===== src/rtl/fcl_pro_seq_pkg.sv =====
// rtl/fcl_pro_seq_pkg.sv - shared widths, engine output array type and sequencer states
package fcl_pro_seq_pkg;

  localparam int PRO_WIDTH    = 9;
  localparam int PRO_PARALLEL = 8;

  typedef logic signed [PRO_WIDTH-1:0] pro_word_t;
  typedef pro_word_t [PRO_PARALLEL-1:0] pro_vec_t;

  typedef enum logic {
    ST_ACCUM   = 1'b0,
    ST_CAPTURE = 1'b1
  } seq_state_e;

endpackage


===== src/rtl/bin_word_fifo.sv =====
// rtl/bin_word_fifo.sv - binarized output word FIFO, head word presented from storage registers
module bin_word_fifo #(
  parameter int WIDTH = 8,
  parameter int DEPTH = 2
) (
  input  logic             clk,
  input  logic             rst,
  input  logic             push,
  input  logic [WIDTH-1:0] push_data,
  output logic             full,
  output logic             out_valid,
  input  logic             out_ready,
  output logic [WIDTH-1:0] out_data
);

  localparam int AW = $clog2(DEPTH);

  logic [WIDTH-1:0] r_mem [DEPTH];
  logic [AW-1:0]    r_wr_ptr;
  logic [AW-1:0]    r_rd_ptr;
  logic [AW:0]      r_count;
  logic             w_pop;
  logic             w_push;

  assign full      = (r_count == (AW+1)'(DEPTH));
  assign out_valid = (r_count != '0);
  assign out_data  = r_mem[r_rd_ptr];
  assign w_pop     = out_valid && out_ready;
  // When full, the slot being written is the head being popped this same cycle.
  assign w_push    = push && (!full || w_pop);

  always_ff @(posedge clk) begin
    if (w_push) begin
      r_mem[r_wr_ptr] <= push_data;
    end
  end

  always_ff @(posedge clk) begin
    if (rst) begin
      r_wr_ptr <= '0;
      r_rd_ptr <= '0;
      r_count  <= '0;
    end else begin
      if (w_push) begin
        r_wr_ptr <= r_wr_ptr + 1'b1;
      end
      if (w_pop) begin
        r_rd_ptr <= r_rd_ptr + 1'b1;
      end
      case ({w_push, w_pop})
        2'b10:   r_count <= r_count + 1'b1;
        2'b01:   r_count <= r_count - 1'b1;
        default: r_count <= r_count;
      endcase
    end
  end

endmodule


===== src/rtl/fcl_pro_seq.sv =====
// rtl/fcl_pro_seq.sv - feeds a frame of pixels to the parallel engine and binarizes the sums
module fcl_pro_seq #(
  parameter int PRO_WIDTH    = fcl_pro_seq_pkg::PRO_WIDTH,
  parameter int PRO_PARALLEL = fcl_pro_seq_pkg::PRO_PARALLEL,
  parameter int FRAME_LEN    = 784,
  parameter int FIFO_DEPTH   = 2
) (
  input  logic                              clk,
  input  logic                              rst,
  input  logic                              pix_valid,
  output logic                              pix_ready,
  input  logic [PRO_WIDTH-1:0]              pix_data,
  input  logic [PRO_PARALLEL-1:0]           pix_w,
  output logic [PRO_WIDTH-1:0]              pro_input,
  output logic [PRO_PARALLEL-1:0]           pro_w,
  output logic                              pro_acc_en,
  input  logic [PRO_PARALLEL*PRO_WIDTH-1:0] pro_out,
  input  logic [PRO_PARALLEL*PRO_WIDTH-1:0] thresh,
  output logic                              out_valid,
  input  logic                              out_ready,
  output logic [PRO_PARALLEL-1:0]           out_data,
  output logic [15:0]                       frame_cnt
);

  import fcl_pro_seq_pkg::*;

  localparam int            CW   = $clog2(FRAME_LEN);
  localparam logic [CW-1:0] LAST = CW'(FRAME_LEN - 1);

  seq_state_e              r_state;
  seq_state_e              w_state_nxt;
  logic [CW-1:0]           r_pix_cnt;
  logic [CW-1:0]           w_pix_cnt_nxt;
  logic [15:0]             r_frame_cnt;
  logic                    w_fire;
  logic                    w_last;
  logic                    w_push;
  logic                    w_fifo_full;
  logic [PRO_PARALLEL-1:0] w_word;

  assign w_last     = (r_pix_cnt == LAST);
  // Holding the last pixel while the FIFO is full guarantees room for the capture push.
  assign pix_ready  = (r_state == ST_ACCUM) && !(w_last && w_fifo_full);
  assign w_fire     = pix_valid && pix_ready;
  assign pro_input  = w_fire ? pix_data : '0;
  assign pro_w      = w_fire ? pix_w : '1;
  assign pro_acc_en = (r_pix_cnt != '0);
  assign frame_cnt  = r_frame_cnt;

  always_comb begin
    w_state_nxt   = r_state;
    w_pix_cnt_nxt = r_pix_cnt;
    w_push        = 1'b0;
    case (r_state)
      ST_ACCUM: begin
        if (w_fire) begin
          if (w_last) begin
            w_pix_cnt_nxt = '0;
            w_state_nxt   = ST_CAPTURE;
          end else begin
            w_pix_cnt_nxt = r_pix_cnt + 1'b1;
          end
        end
      end
      ST_CAPTURE: begin
        w_push      = 1'b1;
        w_state_nxt = ST_ACCUM;
      end
      default: w_state_nxt = ST_ACCUM;
    endcase
  end

  always_comb begin
    w_word = '0;
    for (int i = 0; i < PRO_PARALLEL; i++) begin
      w_word[i] = $signed(pro_out[i*PRO_WIDTH +: PRO_WIDTH]) >=
                  $signed(thresh[i*PRO_WIDTH +: PRO_WIDTH]);
    end
  end

  always_ff @(posedge clk) begin
    if (rst) begin
      r_state     <= ST_ACCUM;
      r_pix_cnt   <= '0;
      r_frame_cnt <= '0;
    end else begin
      r_state   <= w_state_nxt;
      r_pix_cnt <= w_pix_cnt_nxt;
      if (w_push) begin
        r_frame_cnt <= r_frame_cnt + 16'd1;
      end
    end
  end

  bin_word_fifo #(
    .WIDTH (PRO_PARALLEL),
    .DEPTH (FIFO_DEPTH)
  ) u_fifo (
    .clk       (clk),
    .rst       (rst),
    .push      (w_push),
    .push_data (w_word),
    .full      (w_fifo_full),
    .out_valid (out_valid),
    .out_ready (out_ready),
    .out_data  (out_data)
  );

endmodule


===== config.mk =====
export PLATFORM = sky130hd
export DESIGN_NAME = fcl_pro_seq
export DESIGN_NICKNAME = d
export VERILOG_FILES = /design/src/rtl/fcl_pro_seq_pkg.sv /design/src/rtl/bin_word_fifo.sv /design/src/rtl/fcl_pro_seq.sv
export SDC_FILE = /design/constraint.sdc
export NUM_CORES = 1
export LEC_CHECK = 0
export BUFFER_PORTS_ARGS = -buffer_cell sky130_fd_sc_hd__buf_2
export CELL_PAD_IN_SITES_DETAIL_PLACEMENT = 1
export CELL_PAD_IN_SITES_GLOBAL_PLACEMENT = 1
export CORE_MARGIN = 2
export CORE_UTILIZATION = 30
export CTS_CLUSTER_DIAMETER = 150
export DETAILED_ROUTE_END_ITERATION = 6
export PLACE_DENSITY_LB_ADDON = 0.25
export SLEW_MARGIN = 40
export SYNTH_ARGS = -nofsm -noshare
export SYNTH_HDL_FRONTEND = slang
export SYNTH_SLANG_ARGS = --single-unit
export TNS_END_PERCENT = 10

===== constraint.sdc =====
create_clock -name clk -period 3.39 [get_ports clk]
set_input_delay 0.5085 -clock clk [delete_from_list [all_inputs] [get_ports clk]]
set_output_delay 0.5085 -clock clk [all_outputs]
set_load 0.02 [all_outputs]

==> results.json, run 1 <==
{
  "status": "finished clean",
  "fmax_mhz": 381,
  "cts.path.max_buffers": 2,
  "multi_input_area_mm2": 0.00247,
  "drive_above_1_share": 0.353,
  "async_flop_share": 0,
  "finalWirelength_um": 11000,
  "path_max_fanout": 12,
  "start_util": 0.311,
  "drc": 0,
  "worst_pin_slew_ns": 0.728,
  "rsz0062_at_grt": "false",
  "num_vias": 4009,
  "htree_levels": 2,
  "synth-seq-cells": 48,
  "yosysWarnings": 0,
  "num-nets-final": 914,
  "peakVddDrop_mv": 0.165,
  "die-area_mm2": 0.0141,
  "critPathBufInv": 1,
  "final.setup_skew_ns": 0.00878,
  "cp.arrival_ns": 2.11,
  "grt_pass1_wl_um": 18700,
  "synth_seq_area_share": 0.283,
  "grt_pass1_vias": 4299,
  "routed_via_density": 4.73,
  "ctsHoldBuffers": 0,
  "drt_first_pass_iters": 4,
  "die_w_um": 119,
  "critical_path_required_ns": 2.88,
  "hpwl_um": 9610,
  "netlist_area_mm2": 0.00396,
  "critPathMaxStageDelay_ns": 0.43,
  "area_growth_syn_to_layout_pct": 35.1,
  "crit_family": "simple AND/OR/NAND/NOR gates",
  "power.leakage_nw": 2.85,
  "antenna_found_initial": 0,
  "finalSetupTns_ns": 0,
  "final_cell_mix": "buf_2 (208), inv_1 (84), ha_1 (75)",
  "postSynthAreaPerCell_um2": 8.45,
  "ioPinCount": 209,
  "worstPathCellList": "nor4_4 -> nand4_1 -> and2_1 -> nand2b_1 -> buf_2",
  "die_height_um": 119,
  "yosys_most_used_dff": "dfxtp_1",
  "grt.overflow.total": 0,
  "grt_max_degree": 36,
  "final_area_mm2": 0.00535,
  "wl_per_cell_um": 13.0,
  "track_usage": 0.159,
  "insertion_delay_ns": 0.29,
  "cts_tree": "yes",
  "cap_violations": 0,
  "synth_fp_nets": 708,
  "ys_types": 42,
  "gp_congestion": 0.798,
  "power.density_mw_per_mm2": 280,
  "cts_root_buf": "clkbuf_16",
  "cts_buffers": 5,
  "power.total_w": 0.00150,
  "drt_iter0_drc": 118,
  "hold_viol": 0,
  "ant_nets": 0,
  "startpoint_type": "flop",
  "n_antenna_cell": 0,
  "slew_viol_final": 0,
  "worstReg2RegStart": "r_pix_cnt[0]$_SDFFE_PP0P_",
  "final_common_cell": "buf_2",
  "fill_cells": 1635,
  "synthCells": 468,
  "num_rows": 41,
  "path_clk_slew_ns": 0.07,
  "endpoint_kind": "primary output",
  "worstHoldStart": "r_pix_cnt[1]$_SDFFE_PP0P_",
  "clkSinkCount": 48,
  "seq_area_mm2": 0.00112,
  "slew_headroom": 0.513,
  "setup.worst_path.class": "flop to primary output",
  "setup_viol": 0,
  "cp_slowest_cell": "nand4_1",
  "layout_min_cycle_time_ns": 2.62,
  "io_buffers": 208,
  "worstSetupStartpoint": "r_pix_cnt[5]$_SDFFE_PP0P_",
  "synth_edf_count": 16,
  "ctsResizeCount": 0,
  "hp-class": "flop to flop",
  "post-cts-setup-buffers": 0,
  "core_area_mm2": 0.0127,
  "post_dp_cell_area_mm2": 0.00517,
  "min_period_over_period": 0.773
}
sequential cells by signal (all words and copies together) (netlist names), named ones only:
| register | count |
|---|---|
| u_fifo.r_mem | 16 |
| u_fifo.r_wr_ptr | 1 |
| r_state | 1 |
| u_fifo.r_rd_ptr | 1 |
| r_pix_cnt | 10 |
| u_fifo.r_count | 2 |
| frame_cnt | 16 |
power breakdown:
part / leakage (nW) / internal (W) / switching, W
Combinational: 2.35 / 0.000180 / 0.000165
Sequential: 0.412 / 0.000602 / 0.00000207
Clock: 0.0852 / 0.000340 / 0.000211
Total: 2.85 / 0.00112 / 0.000378
path summary, 6_finish.rpt:
path	to	slack, ns	depth (start not counted)
max	pro_w[1]	0.77	5
min	r_pix_cnt[1]$_SDFFE_PP0P_	0.50	2
max reg2reg	r_pix_cnt[4]$_SDFFE_PP0P_	1.38	5
min reg2reg	r_pix_cnt[1]$_SDFFE_PP0P_	0.50	2
kinds of logic (layout without fill, tap and decap cells):
kind of cell / after synthesis / after routing / synth area share
multiplexers: 9 / 9 / 0.0253
buffers and inverters: 94 / 301 / 0.0920
AND/OR/NAND/NOR: 148 / 148 / 0.202
XOR/XNOR: 16 / 16 / 0.0354
AO/OA/AOI/OAI: 78 / 78 / 0.125
adder cells (fa/ha/maj): 75 / 75 / 0.237
flip-flops: 48 / 48 / 0.283
metal layers:
| metal | share of wire | vias to the layer above | routed length, µm | track usage |
|---|---|---|---|---|
| met3 | 0.079 | 21 | 871 | 0.0474 |
| met2 | 0.52 | 125 | 5780 | 0.306 |
| met1 | 0.38 | 1846 | 4140 | 0.163 |
| met5 | 0 | - | 0 | 0 |
| li1 | - | 2017 | - | - |
| met4 | 0.021 | 0 | 233 | 0.0469 |
cell type report:
class / instances / area share
inverter: 84 / 0.0590
timing repair buffer: 209 / 0.196
sequential: 48 / 0.210
multi-input combinational: 326 / 0.463
tap: 172 / 0.0403
clock inverter: 1 / 0.00164
clock buffer: 7 / 0.0307
synth_stat cells, types with 3 or more instances:
cell       n  area [µm²]
edfxtp_1  16         480
o21ai_0   19        95.1
inv_1     84         315
a21oi_1   29         145
xnor2_1    3        26.3
xor2_1    13         114
nand2b_1  18         113
mux2_2     8        90.1
nor3_1     5        25.0
nor2_1    38         143
a21o_1     7        52.6
ha_1      75         938
nand3_1   10        50.1
dfxtp_1   32         641
nand4_1   13        81.3
and3_1    12        75.1
o221a_2    7        78.8
o211ai_1  10        75.1
nor2b_1   11        68.8
clkbuf_1   8        30.0
nand2_1   21        78.8
or3_1      6        37.5
stage by stage:
stage / util / instances / hold slack [ns] / setup WS [ns]
finish: 0.420 / 847 / 0.505 / 0.769
CTS: 0.420 / 847 / 0.513 / 0.753
detailed placement: 0.406 / 839 / 0.489 / 1.08
global placement: 0.406 / 839 / 0.469 / 1.19
floorplan: - / 468 / 0.457 / 1.48
global route: 0.420 / 847 / 0.535 / 0.541
worst register-to-register path: stages, from the launching register on:
cell,delay [ns]
dfxtp_1,0.34
ha_1,0.29
nand4_1,0.34
nand2_1,0.31
or4_1,0.54
a21oi_1,0.13
Note: power is estimated with default switching activity, not from simulation.
==> run 2, diff against run 1 <==
- clock period: 3.39 -> 2.6 ns (I/O delays scaled with it)
==> results.json, run 2 (synthesized netlist as in run 1, its figures left out) <==
{
  "path_clk_slew_ns": 0.07,
  "htree_levels": 2,
  "core_area_mm2": 0.0127,
  "hpwl_um": 9560,
  "drc": 0,
  "worst_pin_slew_ns": 0.735,
  "power.density_mw_per_mm2": 354,
  "status": "finished clean",
  "n_antenna_cell": 0,
  "setup_viol": 0,
  "grt_pass1_wl_um": 18400,
  "ioPinCount": 209,
  "critPathBufInv": 1,
  "fmax_mhz": 456,
  "reg2reg_slack_ns": 0.62,
  "start_util": 0.311,
  "io_buffers": 208,
  "power_frac_comb": 0.238,
  "hold_viol": 0,
  "final_cells": 848,
  "ctsHoldBuffers": 0,
  "drt_iter0_drc": 137,
  "final_cell_mix": "buf_2 (208), inv_1 (84), ha_1 (75)",
  "clkPwrFrac": 0.345,
  "routed_via_density": 4.75,
  "cts.path.max_buffers": 2,
  "ctsResizeCount": 0,
  "grt_pass1_vias": 4204,
  "cap_violations": 0,
  "cts_root_buf": "clkbuf_16",
  "placedCellCount": 839,
  "hp-class": "primary input to flop",
  "drive_above_1_share": 0.354,
  "die-area_mm2": 0.0141,
  "gp_congestion": 0.789,
  "finalSetupTns_ns": 0,
  "fill_cells": 1631,
  "cts_buffers": 5,
  "slew_viol_final": 0,
  "worstPathCellList": "nor4_4 -> nand4_1 -> and2_1 -> nand2b_1 -> buf_2",
  "num_vias": 4024,
  "final_common_cell": "buf_2",
  "critical_path_required_ns": 2.21,
  "grt_max_degree": 36,
  "ant_nets": 0,
  "die_height_um": 119,
  "wl_per_cell_um": 13.0,
  "grt.overflow.total": 0,
  "num-nets-final": 915,
  "cp.arrival_ns": 1.80,
  "rsz0062_at_grt": "false",
  "finalWirelength_um": 11000,
  "clkSinkCount": 48,
  "final.setup_skew_ns": 0.00527,
  "slew_headroom": 0.508,
  "area_growth_syn_to_layout_pct": 34.7,
  "track_usage": 0.156,
  "cp_slowest_cell": "dfxtp_1",
  "p_int_w": 0.00140,
  "insertion_delay_ns": 0.28,
  "power.leakage_nw": 2.84,
  "peakVddDrop_mv": 0.204,
  "critPathMaxStageDelay_ns": 0.37,
  "min_period_over_period": 0.843,
  "num_rows": 41,
  "cts_tree": "yes",
  "die_w_um": 119,
  "path_max_fanout": 11,
  "drt_first_pass_iters": 4,
  "antenna_found_initial": 0,
  "endpoint_kind": "primary output",
  "startpoint_type": "flop",
  "sw_frac_of_total": 0.258,
  "layout_min_cycle_time_ns": 2.19,
  "setup.worst_path.class": "flop to primary output",
  "switchingPower_w": 0.000487,
  "post-cts-setup-buffers": 0,
  "crit_family": "simple AND/OR/NAND/NOR gates",
  "seqPwrFrac": 0.418
}
## run 2: changes by cell type in the layout (fill, tap and decap cells not counted), sizes merged
cell and change:
clkbuf -1, clkinv +1, buf +1
## run 2: final timing paths
check	end	start	cells past startpoint
min reg2reg	r_pix_cnt[1]$_SDFFE_PP0P_	r_pix_cnt[1]$_SDFFE_PP0P_	2
max	pro_w[1]	r_pix_cnt[5]$_SDFFE_PP0P_	5
min	u_fifo.r_count[0]$_SDFFE_PP0P_	out_ready	3
max reg2reg	frame_cnt[10]$_SDFFE_PP0P_	r_state$_SDFF_PP0_	5
## run 2: metrics by stage
step | util | power [W] | worst slack (ns) | hold slack, ns | cell area (µm²)
after floorplan | - | 0.00106 | 0.860 | 0.457 | 3960
after global placement | 0.406 | 0.00123 | 0.496 | 0.472 | 5170
after detailed placement | 0.406 | 0.00126 | 0.352 | 0.490 | 5170
after CTS | 0.418 | 0.00192 | 0.0401 | 0.433 | 5320
after global routing | 0.419 | 0.00201 | 0.283 | 0.474 | 5330
final | 0.419 | 0.00189 | 0.408 | 0.435 | 5330
## run 2: power by group through the flow
stage	Combinational [W]	Sequential [W]	Clock, W
after floorplan	0.000252	0.000804	0
after detailed placement	0.000456	0.000805	0
after global routing	0.000519	0.000788	0.000703
after CTS	0.000460	0.000788	0.000676
after global placement	0.000426	0.000804	0
final	0.000448	0.000788	0.000650
## run 2: area by class of cell
type                       count  area [µm²]  area share
multi-input combinational    326        2470       0.464
sequential                    48        1120       0.210
timing repair buffer         210        1060       0.198
inverter                      84         315      0.0592
tap                          172         215      0.0404
clock buffer                   6         139      0.0261
clock inverter                 2        10.0     0.00188
## run 2: per-layer routing
layer	vias to the layer above	wire, µm	track usage
met5	-	0	0
met4	0	172	0.0432
met3	11	966	0.0532
li1	2016	-	-
met1	1877	3970	0.155
met2	120	5880	0.304
## run 2: worst register-to-register path: stages, from the launching register on
cell and delay [ns]:
dfxtp_1 0.58, and3_1 0.28, nor3b_1 0.55, nand3_1 0.20
xor2_1 0.18, nor2_1 0.05
